==> src/rtl/inst_dispatcher_if.sv <==
`default_nettype none
// +----------------------------------------------------------------------+
// | inst_dispatcher_if : fetch-port handshake between issuer and ctrl    |
// | rev 1.0                                                              |
// +----------------------------------------------------------------------+
interface inst_dispatcher_if #(
    parameter int INST_WIDTH = 27
);
    logic [INST_WIDTH-1:0] inst;
    logic                  inst_valid;
    logic                  ctrl_ready;
    logic                  ctrl_done;

    modport master (output inst, output inst_valid, input ctrl_ready, input ctrl_done);
    modport slave  (input inst, input inst_valid, output ctrl_ready, output ctrl_done);
endinterface
`default_nettype wire

==> src/rtl/inst_dispatcher.sv <==
`default_nettype none
// +----------------------------------------------------------------------+
// | inst_dispatcher : host FIFO + IDLE/ISSUE/WAIT issuer with watchdog   |
// | rev 1.0                                                              |
// +----------------------------------------------------------------------+
module inst_dispatcher #(
    parameter int INST_WIDTH = 27,
    parameter int DEPTH      = 8,
    parameter int CNT_WIDTH  = 16,
    parameter int TIMEOUT    = 4096
) (
    input  logic                       clk,
    input  logic                       rstn,
    input  logic                       host_wr_en,
    input  logic [INST_WIDTH-1:0]      host_wr_data,
    output logic                       host_full,
    output logic [$clog2(DEPTH):0]     fifo_level,
    input  logic                       run,
    input  logic                       clr_status,
    inst_dispatcher_if.master          fetch,
    output logic                       busy,
    output logic [CNT_WIDTH-1:0]       issued_cnt,
    output logic [CNT_WIDTH-1:0]       done_cnt,
    output logic                       overflow,
    output logic                       timeout
);
    localparam int PTR_W = $clog2(DEPTH);
    localparam int LVL_W = PTR_W + 1;
    localparam int WD_W  = $clog2(TIMEOUT + 1);
    localparam logic [WD_W-1:0] WD_LAST = WD_W'(TIMEOUT - 1);

    typedef enum logic [1:0] {
        ST_IDLE  = 2'd0,
        ST_ISSUE = 2'd1,
        ST_WAIT  = 2'd2
    } state_t;

    state_t                state, state_nxt;
    logic [INST_WIDTH-1:0] mem [DEPTH];
    logic [PTR_W-1:0]      wr_ptr, rd_ptr;
    logic [WD_W-1:0]       wdog;
    logic                  push, pop, handshake, done_hit, wd_expire;

    assign push      = host_wr_en && !host_full;
    assign host_full = (fifo_level == LVL_W'(DEPTH));
    assign busy      = (state != ST_IDLE);

    always_ff @(posedge clk or negedge rstn) begin
        if (!rstn) state <= ST_IDLE;
        else       state <= state_nxt;
    end

    always_comb begin
        state_nxt = state;
        pop       = 1'b0;
        handshake = 1'b0;
        done_hit  = 1'b0;
        wd_expire = 1'b0;
        case (state)
            ST_IDLE: begin
                if (run && fifo_level != '0) begin
                    pop       = 1'b1;
                    state_nxt = ST_ISSUE;
                end
            end
            ST_ISSUE: begin
                if (fetch.ctrl_ready && fetch.inst_valid) begin
                    handshake = 1'b1;
                    state_nxt = ST_WAIT;
                end
            end
            ST_WAIT: begin
                // A completion on the expiry cycle still counts as a completion.
                if (fetch.ctrl_done) begin
                    done_hit  = 1'b1;
                    state_nxt = ST_IDLE;
                end else if (wdog == WD_LAST) begin
                    wd_expire = 1'b1;
                    state_nxt = ST_IDLE;
                end
            end
            default: state_nxt = ST_IDLE;
        endcase
    end

    always_ff @(posedge clk) begin
        if (push) mem[wr_ptr] <= host_wr_data;
    end

    always_ff @(posedge clk or negedge rstn) begin
        if (!rstn) begin
            wr_ptr     <= '0;
            rd_ptr     <= '0;
            fifo_level <= '0;
        end else begin
            if (push) wr_ptr <= wr_ptr + PTR_W'(1);
            if (pop)  rd_ptr <= rd_ptr + PTR_W'(1);
            case ({push, pop})
                2'b10:   fifo_level <= fifo_level + LVL_W'(1);
                2'b01:   fifo_level <= fifo_level - LVL_W'(1);
                default: fifo_level <= fifo_level;
            endcase
        end
    end

    always_ff @(posedge clk or negedge rstn) begin
        if (!rstn) begin
            fetch.inst       <= '0;
            fetch.inst_valid <= 1'b0;
            wdog             <= '0;
        end else begin
            if (pop) begin
                fetch.inst       <= mem[rd_ptr];
                fetch.inst_valid <= 1'b1;
            end else if (handshake) begin
                fetch.inst_valid <= 1'b0;
            end
            if (handshake)             wdog <= '0;
            else if (state == ST_WAIT) wdog <= wdog + WD_W'(1);
        end
    end

    // Clearing wins over any same-cycle increment or sticky set.
    always_ff @(posedge clk or negedge rstn) begin
        if (!rstn) begin
            issued_cnt <= '0;
            done_cnt   <= '0;
            overflow   <= 1'b0;
            timeout    <= 1'b0;
        end else if (clr_status) begin
            issued_cnt <= '0;
            done_cnt   <= '0;
            overflow   <= 1'b0;
            timeout    <= 1'b0;
        end else begin
            if (handshake)               issued_cnt <= issued_cnt + CNT_WIDTH'(1);
            if (done_hit)                done_cnt   <= done_cnt + CNT_WIDTH'(1);
            if (host_wr_en && host_full) overflow   <= 1'b1;
            if (wd_expire)               timeout    <= 1'b1;
        end
    end
endmodule
`default_nettype wire

==> src/flat_wrapper.sv <==
// flat-port wrapper written by rule: the top's interface ports become plain ports
module inst_dispatcher_flat 
#(
    parameter int INST_WIDTH = 27,
    parameter int DEPTH      = 8,
    parameter int CNT_WIDTH  = 16,
    parameter int TIMEOUT    = 4096
)
  (clk, rstn, host_wr_en, host_wr_data, host_full, fifo_level, run, clr_status, busy, issued_cnt, done_cnt, overflow, timeout, fetch_inst, fetch_inst_valid, fetch_ctrl_ready, fetch_ctrl_done);
  inst_dispatcher_if #(.INST_WIDTH(INST_WIDTH)) fetch_i ();
  input  logic clk;
  input  logic rstn;
  input  logic host_wr_en;
  input  logic [INST_WIDTH-1:0] host_wr_data;
  output logic host_full;
  output logic [$clog2(DEPTH):0] fifo_level;
  input  logic run;
  input  logic clr_status;
  output logic busy;
  output logic [CNT_WIDTH-1:0] issued_cnt;
  output logic [CNT_WIDTH-1:0] done_cnt;
  output logic overflow;
  output logic timeout;
  output wire logic [$bits(fetch_i.inst)-1:0] fetch_inst;
  output wire logic [$bits(fetch_i.inst_valid)-1:0] fetch_inst_valid;
  input wire logic [$bits(fetch_i.ctrl_ready)-1:0] fetch_ctrl_ready;
  input wire logic [$bits(fetch_i.ctrl_done)-1:0] fetch_ctrl_done;
  assign fetch_inst = fetch_i.inst;
  assign fetch_inst_valid = fetch_i.inst_valid;
  assign fetch_i.ctrl_ready = fetch_ctrl_ready;
  assign fetch_i.ctrl_done = fetch_ctrl_done;
  inst_dispatcher #(.INST_WIDTH(INST_WIDTH), .DEPTH(DEPTH), .CNT_WIDTH(CNT_WIDTH), .TIMEOUT(TIMEOUT)) u_core (.clk(clk), .rstn(rstn), .host_wr_en(host_wr_en), .host_wr_data(host_wr_data), .host_full(host_full), .fifo_level(fifo_level), .run(run), .clr_status(clr_status), .fetch(fetch_i), .busy(busy), .issued_cnt(issued_cnt), .done_cnt(done_cnt), .overflow(overflow), .timeout(timeout));
endmodule
==> config.mk <==
export PLATFORM = sky130hd
export DESIGN_NAME = inst_dispatcher_flat
export DESIGN_NICKNAME = d
export VERILOG_FILES = /design/src/rtl/inst_dispatcher_if.sv /design/src/rtl/inst_dispatcher.sv /design/src/flat_wrapper.sv
export SDC_FILE = /design/constraint.sdc
export NUM_CORES = 1
export LEC_CHECK = 0
export BUFFER_PORTS_ARGS = -buffer_cell sky130_fd_sc_hd__buf_2
export CELL_PAD_IN_SITES_DETAIL_PLACEMENT = 0
export CELL_PAD_IN_SITES_GLOBAL_PLACEMENT = 1
export CORE_MARGIN = 1
export CORE_UTILIZATION = 50
export CTS_CLUSTER_DIAMETER = 150
export DETAILED_ROUTE_END_ITERATION = 12
export GPL_TIMING_DRIVEN = 0
export PLACE_DENSITY_LB_ADDON = 0.1
export SETUP_SLACK_MARGIN = 0.15
export SLEW_MARGIN = 5
export SYNTH_ARGS = -nofsm -noshare
export SYNTH_HDL_FRONTEND = slang
export SYNTH_SLANG_ARGS = --single-unit
==> constraint.sdc <==
create_clock -name clk -period 4.92 [get_ports clk]
set_input_delay 0.492 -clock clk [delete_from_list [all_inputs] [get_ports clk]]
set_output_delay 0.492 -clock clk [all_outputs]
set_load 0.05 [all_outputs]
Word level (Yosys, flattened, before mapping)
Memory sizes are Yosys's and may differ from the RTL's. A register that Yosys moved wholly into a read port is not among the register bits.
Index checks and enable logic that the tools add are counted.
{"block": "word_totals", "out_inout_bits": 68, "in_bits": 34, "memories": 1, "ff_bits": 60, "ram_bits": 216}
{"name": "u_core.mem", "words": 8, "width": 27, "rd": 1, "rd_ports_with_merged_regs": 1, "write_ports": 1, "line_no": "inst_dispatcher.sv:39", "rtl": "logic [INST_WIDTH-1:0] mem [DEPTH];"}
{"block": "classes", "add_sub_neg": 7, "n_reduce_logical": 17, "n_eq_ne": 9, "n_mux": 29}
{"operator": "2-to-1 mux 16 bit", "count": 4}
{"operator": "adder 16 x 1 -> 16 bit, second input constant", "count": 2}
{"operator": "2-to-1 mux 13 bit", "count": 2}
{"operator": "2-to-1 mux 1 bit", "count": 17}
{"operator": "nonzero test 2 bit", "count": 8}
{"operator": "adder 13 x 1 -> 13 bit, second input constant", "count": 1}
{"operator": "equality test 13 x 12 -> 1 bit, second input constant", "count": 1}
{"operator": "2-to-1 mux 2 bit", "count": 4}
{"operator": "case mux 4 bit (2 select lines)", "count": 1}
{"operator": "adder 3 x 1 -> 3 bit, second input constant", "count": 2}
{"operator": "case mux 2 bit (3 select lines)", "count": 1}
{"operator": "adder 4 x 1 -> 4 bit, second input constant", "count": 1}
{"operator": "equality test 2 x 1 -> 1 bit, second input constant", "count": 2}
{"operator": "equality test 2 bit, second input constant", "count": 2}
{"operator": "equality test 4 bit, second input constant", "count": 1}
{"operator": "logical AND 1 bit", "count": 4}
{"operator": "!= test 2 x 1 -> 1 bit, second input constant", "count": 2}
{"operator": "nonzero test 4 bit", "count": 1}
{"operator": "subtractor 4 x 1 -> 4 bit, second input constant", "count": 1}
{"operator": "!= test 3 x 2 -> 1 bit, second input constant", "count": 1}
{"operator": "AND reduction 3 bit", "count": 1}
{"operator": "logical NOT 1 bit", "count": 2}
{"operator": "logical NOT 2 bit", "count": 1}

Longest topological paths before layout
{"block": "depth", "ltp_word": 6, "mapped_depth": 10, "mapped_depth_nobuf": 10}

Worst setup path after synthesis
Ideal clock, no wire load.
{"block": "synth_timing", "kind": "register to register", "startpoint": "register u_core.fifo_level[1]", "endpoint": "memory u_core.mem[0][0] (enable)", "setup_slack_ps": 130, "period_less_slack_ps": 4790, "setup_time_ps": 479, "path_stages_with_launch": 5, "arrival_time_ps": 4311, "path_buffers": 0, "cell_sequence": "dfrtp_1 -> nor4b_1 -> nor2b_1 -> clkinv_1 -> nor4_1"}
{"block": "synth_via", "elab_chain_len": 5}
{"item": "from (decl)", "line_no": "inst_dispatcher.sv:17", "rtl": "output logic [$clog2(DEPTH):0] fifo_level,"}
{"item": "from (signal assigned)", "line_no": "inst_dispatcher.sv:99", "rtl": "2'b10: fifo_level <= fifo_level + LVL_W'(1);"}
{"item": "from (signal assigned)", "line_no": "inst_dispatcher.sv:100", "rtl": "2'b01: fifo_level <= fifo_level - LVL_W'(1);"}
{"item": "from (signal assigned)", "line_no": "inst_dispatcher.sv:101", "rtl": "default: fifo_level <= fifo_level;"}
{"item": "equality test 4 bit", "line_no": "inst_dispatcher.sv:45", "rtl": "assign host_full = (fifo_level == LVL_W'(DEPTH));"}
{"item": "named net host_full", "line_no": "flat_wrapper.sv:15", "rtl": "output logic host_full;"}
{"item": "logical NOT 1 bit", "line_no": "inst_dispatcher.sv:44", "rtl": "assign push = host_wr_en && !host_full;"}
{"item": "logical AND 1 bit", "line_no": "inst_dispatcher.sv:44"}
{"item": "2-to-1 mux 1 bit", "line_no": "inst_dispatcher.sv:87", "rtl": "if (push) mem[wr_ptr] <= host_wr_data;"}
{"item": "2-to-1 mux 1 bit (implied by the code)", "line_no": "inst_dispatcher.sv:87"}
{"item": "to (decl)", "line_no": "inst_dispatcher.sv:39"}
The timed path passes the listed nets, and every way through them passes these cells.

Final worst setup path
{"block": "layout_timing", "startpoint": "register u_core.fifo_level[2]", "endpoint": "register u_core.fifo_level[2]"}
{"block": "layout_via", "elab_chain_len": 6}
{"item": "nonzero test 4 bit (*)", "line_no": "inst_dispatcher.sv:61", "rtl": "if (run && fifo_level != '0) begin"}
{"item": "logical AND 1 bit (*)", "line_no": "inst_dispatcher.sv:61"}
{"item": "2-to-1 mux 1 bit (*)", "line_no": "inst_dispatcher.sv:61"}
{"item": "2-to-1 mux 1 bit (*)", "line_no": "inst_dispatcher.sv:59", "rtl": "case (state)"}
{"item": "named net u_core.pop", "line_no": "inst_dispatcher.sv:42", "rtl": "logic push, pop, handshake, done_hit, wd_expire;"}
{"item": "equality test 2 x 1 -> 1 bit / equality test 2 bit (equally long branches)", "line_no": "inst_dispatcher.sv:98", "rtl": "case ({push, pop})"}
{"item": "case mux 4 bit (2 select lines) / nonzero test 2 bit (equally long branches)"}
Mark *: on every way through the listed nets, which the timed path passes. The rest lies on a longest branch.
A chain may end at the register's enable or synchronous reset.

==> results_dict.tcl <==
set metrics [dict create \
    end_kind "flip-flop" \
    syn_inst 713 \
    startpoint "u_core.fifo_level[2]" \
    slew_headroom 0.391 \
    io_pins 102 \
    grt_max_degree 53 \
    worstSetupStartpointType "flip-flop" \
    top_layer_used "met4" \
    drc 0 \
    yosysSeqAreaShare 0.722 \
    antenna_left 0 \
    cp.buffers_inverters 1 \
    cp-endpoint "u_core.fifo_level[2]" \
    synth-xor-area-share 0.0197 \
    path_clk_slew_ns 0.06 \
    synth_adder_area_share 0.00835 \
    worstReg2RegEnd "u_core.fifo_level[2]" \
    clock_path_buffers 3 \
    grt_pass1_vias 6884 \
    tightest_slew_ns 0.908 \
    synth_enable_flop_cells 216 \
    setup_viol 0 \
    synth-warning-count 0 \
    crit-reg2reg-launch "u_core.fifo_level[2]" \
    yosysMostFrequentCell "edfxtp_1" \
    synth.area.mux_share 0.130 \
    cp_slowest_stage_delay_ns 0.60 \
    dp.cells 1151 \
    route.met2.wl_mm 12.1 \
    cts_buffers 31 \
    max_freq_mhz 338 \
    post-route-util 0.608 \
    initial_core_util 0.511 \
    wl_per_cell_um 21.1 \
    synth_top_area_share 0.541 \
    layout.cells.non_filler 1211 \
    synth.avg_cell_area_um2 16.8 \
    gp_congestion 0.783 \
    finalCriticalPeriod_ns 2.95 \
    cp.required_ns 5.35 \
    m1WireLength_mm 11.3 \
    synth_top_area_cell "edfxtp_1" \
    clk_latency_ns 0.55 \
    placementRows 56 \
    power.total_mw 8.38 \
    ys_ff_latch 303 \
    finalHoldViolations 0 \
    dieArea_mm2 0.0246 \
    wl_met3_mm 1.55 \
    vias 6762 \
    maxSlewViolCount 0 \
    drt_iter0_markers 509 \
    tns_ns 0 \
    cts_hold_buf 1 \
    cts_tree "built" \
    cp.depth 10 \
    reg2reg_slack_ns 1.97 \
    async_flop_share 0.287 \
    synth_top_family_by_area "multiplexers" \
    crit_top_cell "xor2_1" \
    path_delay_family "compound AO/OA/AOI/OAI gates" \
    vdd_drop_max_v 0.000335 \
    antenna_found_initial 1 \
    leakage_nw 5.38 \
    path_cells "or2_2 -> o311ai_1 -> inv_1 -> ha_1 -> xor2_1 -> ha_1 -> a21oi_1 -> xor2_1 -> nor2_1 -> xor2_1" \
    fin_worst_skew_ns 0.00807 \
    worst-endpoint-arrival_ns 3.38 \
    post_cts_buffers 0 \
    rsz0062_at_grt "no" \
    die_h_um 157 \
    nets 908 \
    r2r.worst_path.cells 10 \
    vias_per_cell 5.58 \
    coreArea_mm2 0.0235 \
    grt_pass1_wl_mm 39.2 \
    synth-simple-area-share 0.0721 \
    syn_area_mm2 0.0120 \
    cap_violations 0 \
    grt-ovfl-total 0 \
    hold_class "in -> reg" \
    worstSetupPathType "reg -> reg" \
    synth_compound_area_frac 0.0334 \
    outcome "finished clean" \
    p_per_area_mw_per_mm2 588 \
    drt_first_pass_iters 5 \
    dieWidth_um 157 \
    hpwl_mm 16.8 \
    grt_use_total 0.216 \
    drive_gt1_frac 0.276 \
    crit_fanout 7 \
    portBuffers 100 \
    ys.flop_type "edfxtp_1" \
    ys_top_cells_by_count "216 x edfxtp_1, 87 x dfrtp_1, 66 x nand2_1" \
    fin_crit_sh 0.601 \
    synth.distinct_cells 44 \
    slowest_stage "o311ai_1" \
    cts-resized-gates 0 \
    synth_fp_nets 755 \
    h-tree-depth 1 \
    synth_area_leaders "edfxtp_1 54%, dfrtp_1 18%, mux4_2 10%" \
    routed_wl_mm 25.5 \
    area_delta_synth_final_pct 19.0 \
    cts.sinks 303 \
    cts-root-buf "clkbuf_16" \
]
metal layers:
layer,global-route usage,up-vias
met5,0,-
met4,0.0616,0
met3,0.0374,47
met2,0.352,202
met1,0.299,3443
li1,-,3070
flip-flops by register name (all words and copies together), names as in the netlist:
name / cells
u_core.rd_ptr: 3
u_core.issued_cnt: 16
u_core.overflow: 1
u_core.wdog: 13
u_core.fetch.inst: 27
u_core.state: 2
u_core.fifo_level: 4
u_core.fetch.inst_valid: 1
u_core.done_cnt: 16
u_core.wr_ptr: 3
u_core.timeout: 1
u_core.mem: 216
cell families after synthesis:
logic type | after synthesis
buffers and inverters | 38
DFF | 303
AOI/OAI and AO/OA | 74
muxes | 88
and+or+nand+nor | 175
xor gates and xnor gates | 27
adders and majority gates | 8
worst min-delay path, cell delays in order:
cell	delay, ns
buf_2	0.08
a21oi_1	0.05
nor2_1	0.08
area by class of cell:
| cell class | instances | area (µm²) |
|---|---|---|
| antenna | 2 | 5.00 |
| buffer | 31 | 143 |
| clock buffer | 41 | 843 |
| clock inverter | 16 | 199 |
| fill | 1785 | 9210 |
| inverter | 7 | 26.3 |
| multi-input combinational | 372 | 3220 |
| sequential | 303 | 8660 |
| tap | 319 | 399 |
| timing repair buffer | 120 | 769 |
per-stage QoR:
step                hold slack [ns]  worst slack (ns)  cell area [µm²]
global placement              0.460            -0.678            12900
floorplan                     0.196             0.775            12000
finish                        0.201              1.97            14300
global route                  0.190              1.67            14300
detailed placement            0.465              1.96            13200
CTS                           0.187              1.94            14300
report_power, final:
| group | internal [mW] | switching (mW) | total [mW] |
|---|---|---|---|
| logic | 0.939 | 1.61 | 2.55 |
| registers | 3.20 | 0.245 | 3.45 |
| clock network | 1.45 | 0.931 | 2.39 |
cell usage in the layout, fill, tap and decap left out, drive strengths merged, types with 8 or more instances in the layout:
cell type / count
or3: 11
mux4: 54
nand4: 14
edfxtp: 216
xnor2: 12
mux2i: 33
dfrtp: 87
xor2: 15
nand3: 13
clkbuf: 55
ha: 8
nand2: 66
nor2: 32
o21ai: 43
buf: 136
a21oi: 19
clkinv: 11
how the worst min path moves through the flow:
| stage | from | end | slack [ns] | cells past startpoint |
|---|---|---|---|---|
| 2_1_floorplan | rstn | u_core.done_cnt[0] | 0.20 | 0 |
| 3_3_place_gp | u_core.fetch.inst[13] | u_core.fetch.inst[13] | 0.46 | 2 |
| 3_5_place_dp | u_core.fetch.inst[14] | u_core.fetch.inst[14] | 0.46 | 2 |
| 4_1_cts | host_wr_data[14] | u_core.mem[5][14] | 0.19 | 1 |
| 5_1_grt | host_wr_data[23] | u_core.mem[4][23] | 0.19 | 1 |
| 6_report | host_wr_en | u_core.overflow | 0.20 | 3 |
Power figures use the tool's default switching activity.
